## config.mk

```make
export PLATFORM = sky130hd
export DESIGN_NAME = fme_saida_serial_flat
export DESIGN_NICKNAME = d
export VERILOG_FILES = /design/src/rtl/fme_saida_serial_if.sv /design/src/rtl/fme_saida_serial.sv /design/src/flat_wrapper.sv
export SDC_FILE = /design/constraint.sdc
export NUM_CORES = 2
export LEC_CHECK = 0
export BUFFER_PORTS_ARGS = -buffer_cell sky130_fd_sc_hd__buf_2
export CORE_AREA = 5 5 523 525
export CTS_CLUSTER_DIAMETER = 60
export DETAILED_ROUTE_END_ITERATION = 12
export DIE_AREA = 0 0 528 530
export GPL_TIMING_DRIVEN = 0
export PLACE_DENSITY = 0.49
export SYNTH_ARGS = -nofsm -noshare
export SYNTH_HDL_FRONTEND = slang
export SYNTH_SLANG_ARGS = --single-unit
```

## constraint.sdc

```tcl
create_clock -name clock -period 5.9 [get_ports clock]
set_input_delay 0 -clock clock [delete_from_list [all_inputs] [get_ports clock]]
set_output_delay 0 -clock clock [all_outputs]
set_load 0.01 [all_outputs]
```

## src/rtl/fme_saida_serial_if.sv

```systemverilog
// Capture/stream bundle between the FME interpolator, this serializer and the downstream beat consumer.
// The slave modport is the serializer's view; the master modport is the producer/consumer environment.
interface fme_saida_serial_if #(
    parameter int DATA_WIDTH = 8,
    parameter int N_SAMPLES  = 162,
    parameter int LANES      = 4
);
    logic                            fme_done;
    logic [N_SAMPLES*DATA_WIDTH-1:0] fme_samples;
    logic                            out_valid;
    logic                            out_ready;
    logic [LANES*DATA_WIDTH-1:0]     out_data;
    logic [LANES-1:0]                out_keep;
    logic                            out_last;
    logic                            busy;
    logic                            clear_erro;
    logic                            overrun;

    modport slave (
        input  fme_done,
        input  fme_samples,
        input  out_ready,
        input  clear_erro,
        output out_valid,
        output out_data,
        output out_keep,
        output out_last,
        output busy,
        output overrun
    );

    modport master (
        output fme_done,
        output fme_samples,
        output out_ready,
        output clear_erro,
        input  out_valid,
        input  out_data,
        input  out_keep,
        input  out_last,
        input  busy,
        input  overrun
    );
endinterface

```

## src/rtl/fme_saida_serial.sv

```systemverilog
// Serializes one interpolation result into LANES-sample beats; FME_SAIDA_DOUBLE_BUF_EN adds a pending buffer.
// Latency: fme_done at t -> beat 0 valid at t+1; one beat per cycle while out_ready is high.
// Backpressure: beat held stable under out_ready=0; fme_done with no free buffer is dropped and sets overrun.
module fme_saida_serial #(
    parameter int DATA_WIDTH = 8,
    parameter int N_SAMPLES  = 162,
    parameter int LANES      = 4
) (
    input  logic                  clock,
    input  logic                  reset,
    fme_saida_serial_if.slave     bus
);
    localparam int N_BEATS   = (N_SAMPLES + LANES - 1) / LANES;
    localparam int BEAT_W    = (N_BEATS > 1) ? $clog2(N_BEATS) : 1;
    localparam int REM       = N_SAMPLES % LANES;
    localparam int BEAT_BITS = LANES * DATA_WIDTH;
    localparam int SMP_W     = N_SAMPLES * DATA_WIDTH;
    localparam int CAP_W     = N_BEATS * BEAT_BITS;

    localparam logic [BEAT_W-1:0] LAST_BEAT = BEAT_W'(N_BEATS - 1);
    localparam logic [LANES-1:0]  LAST_KEEP = (REM == 0) ? {LANES{1'b1}} : LANES'((1 << REM) - 1);

    typedef enum logic {
        S_IDLE = 1'b0,
        S_SEND = 1'b1
    } state_t;

    state_t              r_state;
    state_t              w_state_nxt;
    logic [BEAT_W-1:0]   r_beat;
    logic [CAP_W-1:0]    r_cap;
    logic                r_ovr;

    logic                w_send;
    logic                w_is_last;
    logic                w_xfer;
    logic                w_final;
    logic                w_load_new;
    logic                w_load_pend;
    logic                w_shift;
    logic                w_beat_clr;
    logic                w_ovr_set;
    logic                w_pend_wr;
    logic                w_pend_clr;
    logic                w_pend_full;
    logic [CAP_W-1:0]    w_new_pad;
    logic [CAP_W-1:0]    w_pend_pad;

    // Zero padding past the last sample makes the unused lanes of the final beat read as 0.
    always_comb begin
        w_new_pad              = '0;
        w_new_pad[SMP_W-1:0]   = bus.fme_samples;
    end

`ifdef FME_SAIDA_DOUBLE_BUF_EN
    logic [SMP_W-1:0]    r_pend;
    logic                r_pend_full;

    always_comb begin
        w_pend_pad             = '0;
        w_pend_pad[SMP_W-1:0]  = r_pend;
    end

    assign w_pend_full = r_pend_full;

    always_ff @(posedge clock or negedge reset) begin
        if (!reset) begin
            r_pend      <= '0;
            r_pend_full <= 1'b0;
        end else begin
            if (w_pend_wr) begin
                r_pend <= bus.fme_samples;
            end
            if (w_pend_wr) begin
                r_pend_full <= 1'b1;
            end else if (w_pend_clr) begin
                r_pend_full <= 1'b0;
            end
        end
    end
`else
    assign w_pend_pad  = '0;
    assign w_pend_full = 1'b0;
`endif

    assign w_send    = (r_state == S_SEND);
    assign w_is_last = (r_beat == LAST_BEAT);
    assign w_xfer    = w_send & bus.out_ready;
    assign w_final   = w_xfer & w_is_last;

    always_comb begin
        w_state_nxt = r_state;
        w_load_new  = 1'b0;
        w_load_pend = 1'b0;
        w_shift     = 1'b0;
        w_beat_clr  = 1'b0;
        w_ovr_set   = 1'b0;
        w_pend_wr   = 1'b0;
        w_pend_clr  = 1'b0;
        case (r_state)
            S_IDLE: begin
                if (bus.fme_done) begin
                    w_load_new  = 1'b1;
                    w_beat_clr  = 1'b1;
                    w_state_nxt = S_SEND;
                end
            end
            S_SEND: begin
                if (w_final) begin
                    w_beat_clr = 1'b1;
                    // A waiting result takes priority; a coincident fme_done then refills the pending slot.
                    if (w_pend_full) begin
                        w_load_pend = 1'b1;
                        if (bus.fme_done) begin
                            w_pend_wr  = 1'b1;
                        end else begin
                            w_pend_clr = 1'b1;
                        end
                    end else if (bus.fme_done) begin
                        w_load_new = 1'b1;
                    end else begin
                        w_state_nxt = S_IDLE;
                    end
                end else begin
                    w_shift = w_xfer;
                    if (bus.fme_done) begin
`ifdef FME_SAIDA_DOUBLE_BUF_EN
                        if (w_pend_full) begin
                            w_ovr_set = 1'b1;
                        end else begin
                            w_pend_wr = 1'b1;
                        end
`else
                        w_ovr_set = 1'b1;
`endif
                    end
                end
            end
            default: begin
                w_state_nxt = S_IDLE;
            end
        endcase
    end

    always_ff @(posedge clock or negedge reset) begin
        if (!reset) begin
            r_state <= S_IDLE;
            r_beat  <= '0;
            r_cap   <= '0;
            r_ovr   <= 1'b0;
        end else begin
            r_state <= w_state_nxt;

            if (w_beat_clr) begin
                r_beat <= '0;
            end else if (w_shift) begin
                r_beat <= r_beat + BEAT_W'(1);
            end

            // The current beat always sits in the low lanes; each transfer shifts the next one down.
            if (w_load_new) begin
                r_cap <= w_new_pad;
            end else if (w_load_pend) begin
                r_cap <= w_pend_pad;
            end else if (w_shift) begin
                r_cap <= r_cap >> BEAT_BITS;
            end

            if (w_ovr_set) begin
                r_ovr <= 1'b1;
            end else if (bus.clear_erro) begin
                r_ovr <= 1'b0;
            end
        end
    end

    assign bus.out_valid = w_send;
    assign bus.out_data  = w_send ? r_cap[BEAT_BITS-1:0] : '0;
    assign bus.out_keep  = w_send ? (w_is_last ? LAST_KEEP : {LANES{1'b1}}) : '0;
    assign bus.out_last  = w_send & w_is_last;
    assign bus.busy      = w_send;
    assign bus.overrun   = r_ovr;
endmodule

```

## src/flat_wrapper.sv

```systemverilog
// flat-port wrapper written by rule: the top's interface ports become plain ports
module fme_saida_serial_flat 
#(
    parameter int DATA_WIDTH = 8,
    parameter int N_SAMPLES  = 162,
    parameter int LANES      = 4
)
  (clock, reset, bus_fme_done, bus_fme_samples, bus_out_ready, bus_clear_erro, bus_out_valid, bus_out_data, bus_out_keep, bus_out_last, bus_busy, bus_overrun);
  fme_saida_serial_if #(.DATA_WIDTH(DATA_WIDTH), .N_SAMPLES(N_SAMPLES), .LANES(LANES)) bus_i ();
  input  logic clock;
  input  logic reset;
  input wire logic [$bits(bus_i.fme_done)-1:0] bus_fme_done;
  input wire logic [$bits(bus_i.fme_samples)-1:0] bus_fme_samples;
  input wire logic [$bits(bus_i.out_ready)-1:0] bus_out_ready;
  input wire logic [$bits(bus_i.clear_erro)-1:0] bus_clear_erro;
  output wire logic [$bits(bus_i.out_valid)-1:0] bus_out_valid;
  output wire logic [$bits(bus_i.out_data)-1:0] bus_out_data;
  output wire logic [$bits(bus_i.out_keep)-1:0] bus_out_keep;
  output wire logic [$bits(bus_i.out_last)-1:0] bus_out_last;
  output wire logic [$bits(bus_i.busy)-1:0] bus_busy;
  output wire logic [$bits(bus_i.overrun)-1:0] bus_overrun;
  assign bus_i.fme_done = bus_fme_done;
  assign bus_i.fme_samples = bus_fme_samples;
  assign bus_i.out_ready = bus_out_ready;
  assign bus_i.clear_erro = bus_clear_erro;
  assign bus_out_valid = bus_i.out_valid;
  assign bus_out_data = bus_i.out_data;
  assign bus_out_keep = bus_i.out_keep;
  assign bus_out_last = bus_i.out_last;
  assign bus_busy = bus_i.busy;
  assign bus_overrun = bus_i.overrun;
  fme_saida_serial #(.DATA_WIDTH(DATA_WIDTH), .N_SAMPLES(N_SAMPLES), .LANES(LANES)) u_core (.clock(clock), .reset(reset), .bus(bus_i));
endmodule
```

Yosys cells after proc, flatten, opt, wreduce, memory -nomap -nowiden. Cells that the tools add are included.

Register bits: 1320. Bits in latches: 0. RAM bits: 0. ROM bits: 0. Input bits: 1301. Output and inout bits: 40. Logic and storage cells: 33. Memories kept: 0.

Add/subtract/negate cells: 1. Multiply operators: 0. Divide/modulo/power cells: 0. $lt $le $gt $ge: 0. Equality and inequality tests: 1. Shift-type cells: 0. Muxes and demuxes: 20. Bitwise logic cells: 4. Reduce and logical (&&, ||, !) cells: 3.

Operators with widths (count): 1312-bit 2-to-1 mux (2); 32-bit 2-to-1 mux (1); 6-bit 2-to-1 mux (2); 1-bit 2-to-1 mux (10); 4-bit 2-to-1 mux (2); 6-bit by 1-bit adder with 6-bit output (second input constant) (1); 6-bit == test (second input constant) (1); 1-bit case mux with 2 select lines (3); 2-bit nonzero test (3); 1-bit AND (3); 1-bit NOT (1).

Longest topological paths before layout.
Depth in word-level cells: 6. Depth in mapped cells: 8. Mapped depth without buffers: 5.

Worst setup path before layout. Ideal clock, no wire load.

Path type: register to register. Start: register u_core.r_state (netlist: u_core.bus.busy). End: register u_core.r_cap[1000]. Setup time: 0.086 ns. Data arrival time: 1.917 ns. Data required time: 5.814 ns. Path slack: 3.897 ns. Cell stages (with the launch flop): 9. Path buffers: 5. Clock period less this slack: 2.003 ns. Cell sequence: dfrtp_1 buf_2 nor2b_1 clkbuf_1 clkbuf_1 clkbuf_1 clkbuf_1 nand2_1 o221ai_2.

Longest elaborated chain between the ends: 5. Elaborated cells between the ends (all ways): 9. Those cells by class: mux (5); bitwise (3); reduce/logical (1).

Ends and longest elaborated chain: start, declared (line fme_saida_serial.sv:28) `state_t r_state;`; start signal, assigned (line fme_saida_serial.sv:152) `r_state <= w_state_nxt;`; 1-bit AND (line fme_saida_serial.sv:88) `assign w_xfer = w_send & bus.out_ready;`; 1-bit AND (line fme_saida_serial.sv:89) `assign w_final = w_xfer & w_is_last;`; 1-bit 2-to-1 mux (line fme_saida_serial.sv:109) `if (w_final) begin`; 1-bit case mux with 2 select lines or 1-bit 2-to-1 mux (tied branches) (line fme_saida_serial.sv:100) `case (r_state)`; 1312-bit 2-to-1 mux or 2-bit nonzero test (tied branches); end signal, assigned (line fme_saida_serial.sv:162) `r_cap <= w_new_pad;`; end signal, assigned (line fme_saida_serial.sv:164) `r_cap <= w_pend_pad;`; end signal, assigned (line fme_saida_serial.sv:166) `r_cap <= r_cap >> BEAT_BITS;`; end, declared (line fme_saida_serial.sv:31) `logic [CAP_W-1:0] r_cap;`.

Parallel ways exist; a longest one is shown, timed or not. A chain may end at the register's enable or synchronous reset.

Worst setup path after layout.
Start: register u_core.r_state (netlist: u_core.bus.busy). End: register u_core.r_cap[667].

The elaborated chain is that of the path after synthesis.

==> results.sh <==
export IMPL_status="complete, no violations"
export IMPL_grt_max_degree=150
export IMPL_yosysTopAreaCellShare_pct=42.7
export IMPL_ff2ff_setup_slack_ps=2210
export IMPL_cts_sinks=1304
export IMPL_startpoint_type="flop"
export IMPL_yosysTopAreaCell="dfrtp_1"
export IMPL_clk_latency_ps=840
export IMPL_tightest_slew_ps=1150
export IMPL_yosysUniqueCellTypes=36
export IMPL_multi_input_area_um2=35600
export IMPL_rsz0062_at_grt="false"
export IMPL_setup_viol=0
export IMPL_slowest_delay_ps=570
export IMPL_final_layout_size_suffix_gt1_share_pct=27.1
export IMPL_crit_chain="buf_2 > nor2b_1 > clkbuf_1 > clkbuf_2 > buf_12 > clkbuf_1 > clkbuf_1 > nand2_1 > o221ai_2"
export IMPL_leakagePower_nw=49.8
export IMPL_dieArea_um2=280000
export IMPL_clockBufferDepth=4
export IMPL_vias=71100
export IMPL_syn_inst=7094
export IMPL_drt_iter0_drc=5038
export IMPL_postRouteAntennaNets=0
export IMPL_max_slew_margin_pct=23.7
export IMPL_syn_area_um2=76500
export IMPL_synth_area_leaders="dfrtp_1 43%, o221ai_2 20%, mux2i_1 17%"
export IMPL_peakVddDrop_uv=216
export IMPL_grt_use_total_pct=24.1
export IMPL_crit_path_start="u_core.bus.busy"
export IMPL_post_drt_wl_per_cell_um=24.4
export IMPL_comb_power_share_pct=33.4
export IMPL_syn_num_nets=8397
export IMPL_critPathMostFrequentCell="clkbuf_1"
export IMPL_cap_violations=0
export IMPL_async_flop_share_pct=100
export IMPL_synth_common_cells="1304 x dfrtp_1, 1270 x inv_1, 1265 x mux2i_1, 1223 x nand2_1, 1000 x o221ai_2"
export IMPL_critPathSlowestCell="clkbuf_1"
export IMPL_ios=1341
export IMPL_layout_setup_ws_ps=2210
export IMPL_crit_type="flop to flop"
export IMPL_core_area_um2=269000
export IMPL_yosysSeqAreaShare_pct=42.7
export IMPL_dpl_cell_count=12000
export IMPL_pwr_share_clk_pct=27.6
export IMPL_synth_flop_cell="dfrtp_1"
export IMPL_placedInstanceArea_um2=88000
export IMPL_remaining_drc_errors=0
export IMPL_ys_ff_latch=1304
export IMPL_grt_remaining_overflow=0
export IMPL_tns_ps=0
export IMPL_n_fill_cell=25900
export IMPL_clk_pin_slew_worst_paths_ps=60
export IMPL_fin_nets=11800
export IMPL_first_global_vias=75600
export IMPL_max_freq_ghz=0.271
export IMPL_stdcell_count=14400
export IMPL_area_delta_synth_final_pct=47.8
export IMPL_crit_required_ps=6600
export IMPL_drv_slew=0
export IMPL_period_needed_ps=3690
export IMPL_rows=191
export IMPL_seqPwrFrac_pct=39.0
export IMPL_netSwitchingPower_mw=15.0
export IMPL_crit_fanout=10
export IMPL_yosysWarningCount=0
export IMPL_ff2ff_path_depth=9
export IMPL_via_per_inst=4.95
export IMPL_routed_wl_um=350000
export IMPL_io_buffers=1339
export IMPL_antenna_found_initial=202
export IMPL_place_worst_setup_slack_ps=2180
export IMPL_endpoint="u_core.r_cap[667]"
export IMPL_fin_worst_skew_ps=73.5
export IMPL_powerDensity_nw_per_um2=357
export IMPL_cts_buffers_inserted=181
export IMPL_crit_path_end_kind="flop"
export IMPL_start_util_pct=28.5
export IMPL_dp_hpwl_um=270000
export IMPL_p_int_mw=25.4
export IMPL_r2r_end="u_core.r_cap[667]"
export IMPL_arrival_ps=4380
export IMPL_gp_congestion=0.959
export IMPL_synth_edf_count=0
export IMPL_p_sw_share_pct=37.2
export IMPL_first_pass_iters=7
export IMPL_htree_levels=4
export IMPL_finalCritPeriodShare_pct=62.5
export IMPL_seq_area_um2=32600
export IMPL_cts_root_buf="clkbuf_16"
export IMPL_dieHeight_um=530
export IMPL_cts_tree="yes"
export IMPL_worstReg2RegStart="u_core.bus.busy"
export IMPL_hold_viol=0
export IMPL_yosysMostFrequentCell="dfrtp_1"
export IMPL_stdcell_area_um2=113000
export IMPL_die_width_um=528
export IMPL_hold_path_class="primary input to flop"
export IMPL_grt_pass1_wl_um=512000
export IMPL_syn_area_per_cell_um2=10.8
==> placed cells by master (no fill, tap or decap), types with 166 or more instances in the layout <==
cell type and count:
dlygate4sd3_1 1879, buf_2 1387, dfrtp_1 1304, inv_1 1270
mux2i_1 1265, nand2_1 1223, o221ai_2 1000, clkbuf_1 363
o221ai_1 219, clkbuf_16 182, diode_2 166
==> layout make-up <==
cell class / count / area share [%]
repair buffers: 3229 / 22.8
clock buffers: 260 / 4.60
diodes: 166 / 0.367
plain buffers: 588 / 3.09
clock inverters: 50 / 0.599
flip-flops and latches: 1304 / 28.9
multi-input cells: 3932 / 31.5
well taps: 3570 / 3.95
inverters: 1270 / 4.22
==> worst min-delay path by stage <==
stage                                startpoint                 end  slack (ps)  cells past startpoint
after floorplan                           reset     u_core.bus.busy        -300                      0
after global routing       bus_fme_samples[850]   u_core.r_cap[850]          20                      4
final                      bus_fme_samples[745]   u_core.r_cap[745]          60                      4
after detailed placement                  reset   u_core.r_cap[374]         130                      1
after CTS                 bus_fme_samples[1140]  u_core.r_cap[1140]        0.05                      4
after global placement    bus_fme_samples[1272]  u_core.r_cap[1272]         280                      3
==> cell families (layout without fill, tap and decap cells) <==
group / Yosys count / after routing / share of synthesized area [%]
simple gates: 1319 / 1319 / 6.68
xor+xnor: 1 / 1 / 0.0115
mux: 1265 / 1265 / 16.6
flops: 1304 / 1304 / 42.7
other cells: 0 / 166 / 0
compound gates: 1345 / 1345 / 23.3
buf+inv: 1858 / 5397 / 10.8
fa+ha+maj: 2 / 2 / 0.0327
==> worst max-delay path: cells and delay by family (launching register included) <==
family                 cells  cell delay (ps)
AO/OA/AOI/OAI              1               80
AND/OR/NAND/NOR            2              290
buffers and inverters      6             2640
flip-flops                 1              500
==> timing repair <==
action                                 4_1_cts  5_1_grt
resized for setup                            0        0
endpoints found under the hold margin     1586        0
buffers inserted                             0        0
hold buffers                              1880        0
==> metal layers <==
layer,up-vias,share of wire [%],track usage [%]
met2,2641,46,39.3
met5,-,0.19,0
li1,32200,-,-
met4,108,4.4,9.43
met1,35500,43,31.1
met3,736,6.5,5.25
==> power groups by stage <==
stage	clock (mW)	combinational, mW	sequential (mW)
floorplan	0	8.87	14.6
global placement	0	12.1	15.6
detailed placement	0	12.3	15.7
CTS	11.4	13.5	15.6
global route	11.8	14.6	16.2
finish	11.2	13.5	15.8
==> registers in the layout (all words and copies together), names as in the netlist <==
| register | count |
|---|---|
| u_core.r_beat | 6 |
| u_core.r_cap | 1296 |
| u_core.bus.busy | 1 |
| u_core.bus.overrun | 1 |
==> through the flow <==
stage,hold slack [ps],utilization (%),power [mW]
finish,56.7,42.1,40.4
global route,17.4,42.0,42.6
CTS,0.0537,41.9,40.5
detailed placement,130,32.7,28.0
global placement,283,32.6,27.7
floorplan,-296,-,23.5
(Power assumes the default switching activity.)
